### config.mk
export PLATFORM = sky130hd
export DESIGN_NAME = restoring_divider
export DESIGN_NICKNAME = d
export VERILOG_FILES = /design/src/rtl/minirisc_div_pkg.sv /design/src/rtl/cla_subtractor.sv /design/src/rtl/restoring_divider.sv
export SDC_FILE = /design/constraint.sdc
export NUM_CORES = 1
export LEC_CHECK = 0
export CORE_UTILIZATION = 35
export CTS_CLUSTER_DIAMETER = 40
export DETAILED_ROUTE_END_ITERATION = 7
export GPL_TIMING_DRIVEN = 1
export HOLD_SLACK_MARGIN = 0.05
export PLACE_DENSITY_LB_ADDON = 0.12
export SYNTH_ARGS = -nofsm -noshare
export SYNTH_HDL_FRONTEND = slang
export SYNTH_SLANG_ARGS = --single-unit
### constraint.sdc
create_clock -name clk -period 3.05 [get_ports clk]
set_input_delay 0.61 -clock clk [delete_from_list [all_inputs] [get_ports clk]]
set_output_delay 0.61 -clock clk [all_outputs]
set_load 0.005 [all_outputs]
### src/rtl/minirisc_div_pkg.sv
// minirisc_div_pkg: FSM state encoding and sizing helper for the restoring divider.
package minirisc_div_pkg;
  localparam logic [1:0] S_IDLE  = 2'd0;
  localparam logic [1:0] S_RUN   = 2'd1;
  localparam logic [1:0] S_FIXUP = 2'd2;
  localparam logic [1:0] S_DONE  = 2'd3;
  function automatic int cnt_w(input int width);
    return $clog2(width) + 1;
  endfunction
endpackage

### src/rtl/cla_subtractor.sv
// cla_subtractor: N-bit a-b computed as a+~b+1 on 4-bit carry-lookahead groups; borrow is the inverted carry out.
module cla_subtractor #(
  parameter int N = 33
) (
  input  logic [N-1:0] a,
  input  logic [N-1:0] b,
  output logic [N-1:0] diff,
  output logic         borrow
);
  localparam int G = N / 4 + 1;
  logic [N:0] p, g, s;
  logic [G-1:0] c;
  logic ci;
  assign p = {1'b0, a} ^ {1'b0, ~b};
  assign g = {1'b0, a} & {1'b0, ~b};
  always_comb begin
    c = '0;
    c[0] = 1'b1;
    for (int k = 0; k < G - 1; k++)
      c[k+1] = g[4*k+3] | (p[4*k+3] & g[4*k+2]) | (&p[4*k+2 +: 2] & g[4*k+1]) |
               (&p[4*k+1 +: 3] & g[4*k]) | (&p[4*k +: 4] & c[k]);
    s = '0;
    ci = 1'b0;
    for (int i = 0; i <= N; i++) begin
      ci = (i % 4 == 0) ? c[i/4] : ci;
      s[i] = p[i] ^ ci;
      ci = g[i] | (p[i] & ci);
    end
  end
  assign diff   = s[N-1:0];
  assign borrow = ~s[N];
endmodule

### src/rtl/restoring_divider.sv
// restoring_divider: multi-cycle restoring divider, one quotient bit per cycle, valid/ready on both sides.
// Define SIGNED_DIV_EN to add the is_signed input and a sign fixup cycle after the magnitude divide.
module restoring_divider
  import minirisc_div_pkg::*;
#(
  parameter int WIDTH = 32
) (
  input  logic             clk,
  input  logic             rst,
  input  logic             in_valid,
  output logic             in_ready,
  input  logic [WIDTH-1:0] dividend,
  input  logic [WIDTH-1:0] divisor,
`ifdef SIGNED_DIV_EN
  input  logic             is_signed,
`endif
  output logic             out_valid,
  input  logic             out_ready,
  output logic [WIDTH-1:0] quotient,
  output logic [WIDTH-1:0] remainder,
  output logic             div_by_zero,
  output logic             busy
);
  localparam int CW = cnt_w(WIDTH);
  logic [1:0] state_q, state_d;
  logic [WIDTH-1:0] rem_q, rem_d, quo_q, quo_d, dvs_q, dvs_d, a_mag, b_mag;
  logic [CW-1:0] cnt_q, cnt_d;
  logic dbz_q, dbz_d, dz, last, borrow, keep;
  logic [WIDTH:0] diff;
`ifdef SIGNED_DIV_EN
  logic neg_quo_q, neg_quo_d, neg_rem_q, neg_rem_d, sa, sb;
  assign sa    = is_signed & dividend[WIDTH-1];
  assign sb    = is_signed & divisor[WIDTH-1];
  assign a_mag = sa ? -dividend : dividend;
  assign b_mag = sb ? -divisor : divisor;
`else
  assign a_mag = dividend;
  assign b_mag = divisor;
`endif
  cla_subtractor #(.N(WIDTH + 1)) u_sub (
    .a      ({rem_q, quo_q[WIDTH-1]}),
    .b      ({1'b0, dvs_q}),
    .diff   (diff),
    .borrow (borrow)
  );
  // keep the shifted remainder when the trial goes negative or would not fit back into rem
  assign keep = borrow | diff[WIDTH];
  assign dz   = divisor == '0;
  assign last = cnt_q == CW'(WIDTH - 1);
  always_comb begin
    state_d = state_q;
    rem_d   = rem_q;
    quo_d   = quo_q;
    dvs_d   = dvs_q;
    cnt_d   = cnt_q;
    dbz_d   = dbz_q;
`ifdef SIGNED_DIV_EN
    neg_quo_d = neg_quo_q;
    neg_rem_d = neg_rem_q;
`endif
    case (state_q)
      S_IDLE: if (in_valid) begin
        dvs_d   = b_mag;
        cnt_d   = '0;
        dbz_d   = dz;
        rem_d   = dz ? dividend : '0;
        quo_d   = dz ? '1 : a_mag;
        state_d = dz ? S_DONE : S_RUN;
`ifdef SIGNED_DIV_EN
        neg_quo_d = sa ^ sb;
        neg_rem_d = sa;
`endif
      end
      S_RUN: begin
        rem_d = keep ? {rem_q[WIDTH-2:0], quo_q[WIDTH-1]} : diff[WIDTH-1:0];
        quo_d = {quo_q[WIDTH-2:0], ~keep};
        cnt_d = cnt_q + 1'b1;
`ifdef SIGNED_DIV_EN
        state_d = last ? S_FIXUP : S_RUN;
`else
        state_d = last ? S_DONE : S_RUN;
`endif
      end
`ifdef SIGNED_DIV_EN
      S_FIXUP: begin
        quo_d   = neg_quo_q ? -quo_q : quo_q;
        rem_d   = neg_rem_q ? -rem_q : rem_q;
        state_d = S_DONE;
      end
`endif
      default: state_d = out_ready ? S_IDLE : state_q;
    endcase
  end
  always_ff @(posedge clk) begin
    if (rst) begin
      state_q <= S_IDLE;
      rem_q   <= '0;
      quo_q   <= '0;
      dvs_q   <= '0;
      cnt_q   <= '0;
      dbz_q   <= 1'b0;
`ifdef SIGNED_DIV_EN
      neg_quo_q <= 1'b0;
      neg_rem_q <= 1'b0;
`endif
    end else begin
      state_q <= state_d;
      rem_q   <= rem_d;
      quo_q   <= quo_d;
      dvs_q   <= dvs_d;
      cnt_q   <= cnt_d;
      dbz_q   <= dbz_d;
`ifdef SIGNED_DIV_EN
      neg_quo_q <= neg_quo_d;
      neg_rem_q <= neg_rem_d;
`endif
    end
  end
  assign in_ready    = state_q == S_IDLE;
  assign out_valid   = state_q == S_DONE;
  assign busy        = state_q != S_IDLE;
  assign quotient    = quo_q;
  assign remainder   = rem_q;
  assign div_by_zero = dbz_q;
endmodule

==> run_results.csv <==
group,metric,value,unit
worst_setup_path,crit_arrival,3.68,ns
finish,post-route-util,52.32,%
power_and_ir_drop,leakagePower,3.504,nW
finish,n_antenna_cell,0,
floorplan,fp-row-count,49,
yosys,syn_area,0.006386,mm²
yosys,synth-edff-count,0,
global_route,grt_usage,23.75,%
floorplan,fp.dieW,137.1,µm
clock_network,clkLatencyLatePin,0.37,ns
run_status,violations,"setup timing",
place,gp_congestion,0.8839,
global_route,grt_pass1_wl,34000,µm
flow_run,max_cap_violations,0,
power_and_ir_drop,clockPowerShare,25.0,%
clock_network,cts_root_buffer,"clkbuf_16",
yosys,ys_async_sr_fraction,0,%
worst_setup_path,cp-start-kind,"flip-flop",
clock_network,cts_tree,"built",
clock_network,cts_buffer_depth,2,
finish,layout-drive-gt1-share,20.99,%
power_and_ir_drop,finalPower,5.058,mW
drt,wl_per_cell,17.69,µm
clock_network,hold_buffers,0,
finish,layout_commonest_cell,"clkdlybuf4s50_1",
power_and_ir_drop,p_per_area,540.0,mW/mm²
worst_setup_path,r2r_cells,15,
sta,hold_violations,0,
sta,rsz0062_at_grt,"yes",
clock_network,path_clk_slew,0.08,ns
drt,vias,6714,
clock_network,htree_num_levels,3,
run_status,status,"finished, violations left",
drt,via_per_inst,5.419,
sta,fin_ws,-0.3573,ns
yosys,ys_types,47,
worst_setup_path,critPathMaxFanout,2,
drt,drcViolationCount,0,
yosys,syn_area_per_cell,7.884,µm²
sta,relSlewSlack,54.05,%
worst_setup_path,required,3.32,ns
worst_setup_path,crit_type,"flip-flop to flip-flop",
yosys,synth-seq-cells,105,
yosys,seq_area_frac_synth,32.92,%
finish,nets,1130,
worst_setup_path,cp-end-kind,"flip-flop",
drt,ant_nets,0,
finish,mostFrequentLayoutCells,"clkdlybuf4s50_1 (134), nand2_1 (117), a21oi_1 (112), buf_4 (110), dfxtp_1 (91)",
hold_path,hold_depth,2,
power_and_ir_drop,combPwrFrac,44.0,%
sta,setup_viol,13,
floorplan,start_util,35.67,%
drt,routed_wl,21920,µm
sta,fin_skew,0.01429,ns
finish,fillers,1746,
sta,fin_crit,3.407,ns
global_route,globalRouteOverflowTotal,0,
clock_network,cts.sinks,105,
floorplan,die_y,137.1,µm
yosys,yosys.area.top_type,"dfxtp_1",
global_route,grt_pass1_vias,6370,
drt,drtIter0Drc,449,
sta,fmax,0.2935,GHz
finish,syn2layout_area_growth,46.67,%
drt,firstDrtPassIters,5,
sta,finalMaxSlewViolations,0,
global_route,grt_max_degree,66,
yosys,syn-instance-count,810,
floorplan,die_area,0.01879,mm²
yosys,synth_area_leaders,"dfxtp_1 (33%), a21oi_1 (8.9%), fa_1 (7.2%)",
clock_network,cts_made_buffers,9,
power_and_ir_drop,p_int,3.202,mW
global_route,antenna_found_initial,0,
power_and_ir_drop,seqPwrFrac,31.0,%
power_and_ir_drop,ir_drop,0.2983,mV
hold_path,hold_path_class,"flip-flop to flip-flop",
sta,period_share,111.7,%
place,io_buffers,135,
yosys,synth_top_area_share,32.92,%
power_and_ir_drop,swShare,36.69,%
power_and_ir_drop,switching_power,1.856,mW
floorplan,pin_count,136,
yosys,ys_warn_count,0,
yosys,ys.flop_type,"dfxtp_1",
floorplan,core,0.01790,mm²
sta,worstMarginPinSlew,0.6879,ns
yosys,synthesis.nets,935,
place,hpwl,15840,µm
## metal layers
layer / track usage, % / up-vias / share of wire (%)
li1: - / 3310 / -
met1: 31.06 / 3217 / 45
met2: 39.45 / 160 / 48
met3: 3.259 / 27 / 3.9
met4: 9.035 / 0 / 2.6
met5: 0 / - / 0
## logic make-up (layout without fill, tap and decap cells)
logic type                 count (synthesis)  after routing  synth area share (%)
and+or+nand+nor                          274            274                 19.30
AOI/OAI and AO/OA                        235            235                 24.90
buffers and inverters                    130            330                 7.759
DFF                                      105            105                 32.92
adders and majority gates                 57             57                 13.87
xor gates and xnor gates                   8              8                 1.097
muxes                                      1              1                0.1567
## cell usage after synthesis (all sizes together) (2+ instances only)
library cell  count
a311oi           32
or4               3
dfxtp           105
a22oi             2
or3               2
a21o              4
o311ai           32
nor3              2
ha               34
a21oi           114
nand3             4
a31oi             2
clkbuf           56
and4              2
nand2           117
nand2b            2
or2               3
nor4              9
nor2             85
xor2              4
nor2b             2
o21ai            12
nand4            38
xnor2             4
fa               23
and2              2
o221ai           30
inv              60
buf              14
## layout make-up
cell class / instances / area, µm² / share of cell area [%]
multi-input combinational: 575 / 4051 / 43.25
inverter: 60 / 225.2 / 2.404
clock buffer: 9 / 225.2 / 2.404
sequential: 105 / 2120 / 22.63
tap: 229 / 286.5 / 3.059
clock inverter: 7 / 95.09 / 1.015
timing repair buffer: 254 / 2364 / 25.23
## final timing paths
path | start | endpoint | slack (ns)
setup / recovery | dvs_q[5] | remainder[27] | -0.36
hold / removal | dvs_q[2] | dvs_q[2] | 0.45
setup reg to reg | dvs_q[5] | remainder[27] | -0.36
hold reg to reg | dvs_q[2] | dvs_q[2] | 0.45
## worst max-delay path: stages, from the launching register on
cell      delay (ns)
dfxtp_2         0.34
inv_2           0.04
ha_4            0.25
nand4_1         0.13
or3_4           0.43
o21ai_4         0.20
nor4_4          0.08
nor2_2          0.15
inv_1           0.07
fa_2            0.34
fa_2            0.34
fa_2            0.35
xor2_1          0.14
nor2_1          0.10
nand4_1         0.12
a311oi_2        0.22
## power groups by stage
stage | clock network [mW] | registers, mW | logic, mW
finish | 1.27 | 1.57 | 2.23
global route | 1.34 | 1.58 | 2.44
CTS | 1.30 | 1.56 | 2.13
detailed placement | 0 | 1.59 | 2.04
global placement | 0 | 1.59 | 2.03
floorplan | 0 | 1.61 | 1.08
## sequential cells by signal, summed over array words and instances, names as in the netlist
| register | count |
|---|---|
| div_by_zero | 1 |
| dvs_q | 32 |
| cnt_q | 6 |
| quotient | 32 |
| state_q | 2 |
| remainder | 32 |
## per-stage QoR
step / setup WS (ns) / hold slack [ns] / area [µm²] / cells / TNS, ns
after global placement: -0.4050 / 0.4447 / 8756 / 1213 / -4.092
final: -0.3573 / 0.4549 / 9366 / 1239 / -2.821
after floorplan: -0.2200 / 0.4363 / 6436 / 810 / -1.172
after CTS: -0.3934 / 0.4581 / 9231 / 1234 / -2.880
after detailed placement: -0.4761 / 0.4471 / 8756 / 1213 / -4.892
after global routing: -0.5140 / 0.4692 / 9366 / 1239 / -5.536
## repair_timing
| action | 4_1_cts | 5_1_grt |
|---|---|---|
| gates resized for setup | 34 | 16 |
| hold endpoints to repair | 0 | 0 |
| cloned | 0 | 1 |
| setup endpoints to repair | 18 | 19 |
| pin swaps | 31 | 15 |
| buffers inserted | 5 | 5 |
Power figures use the tool's default switching activity.
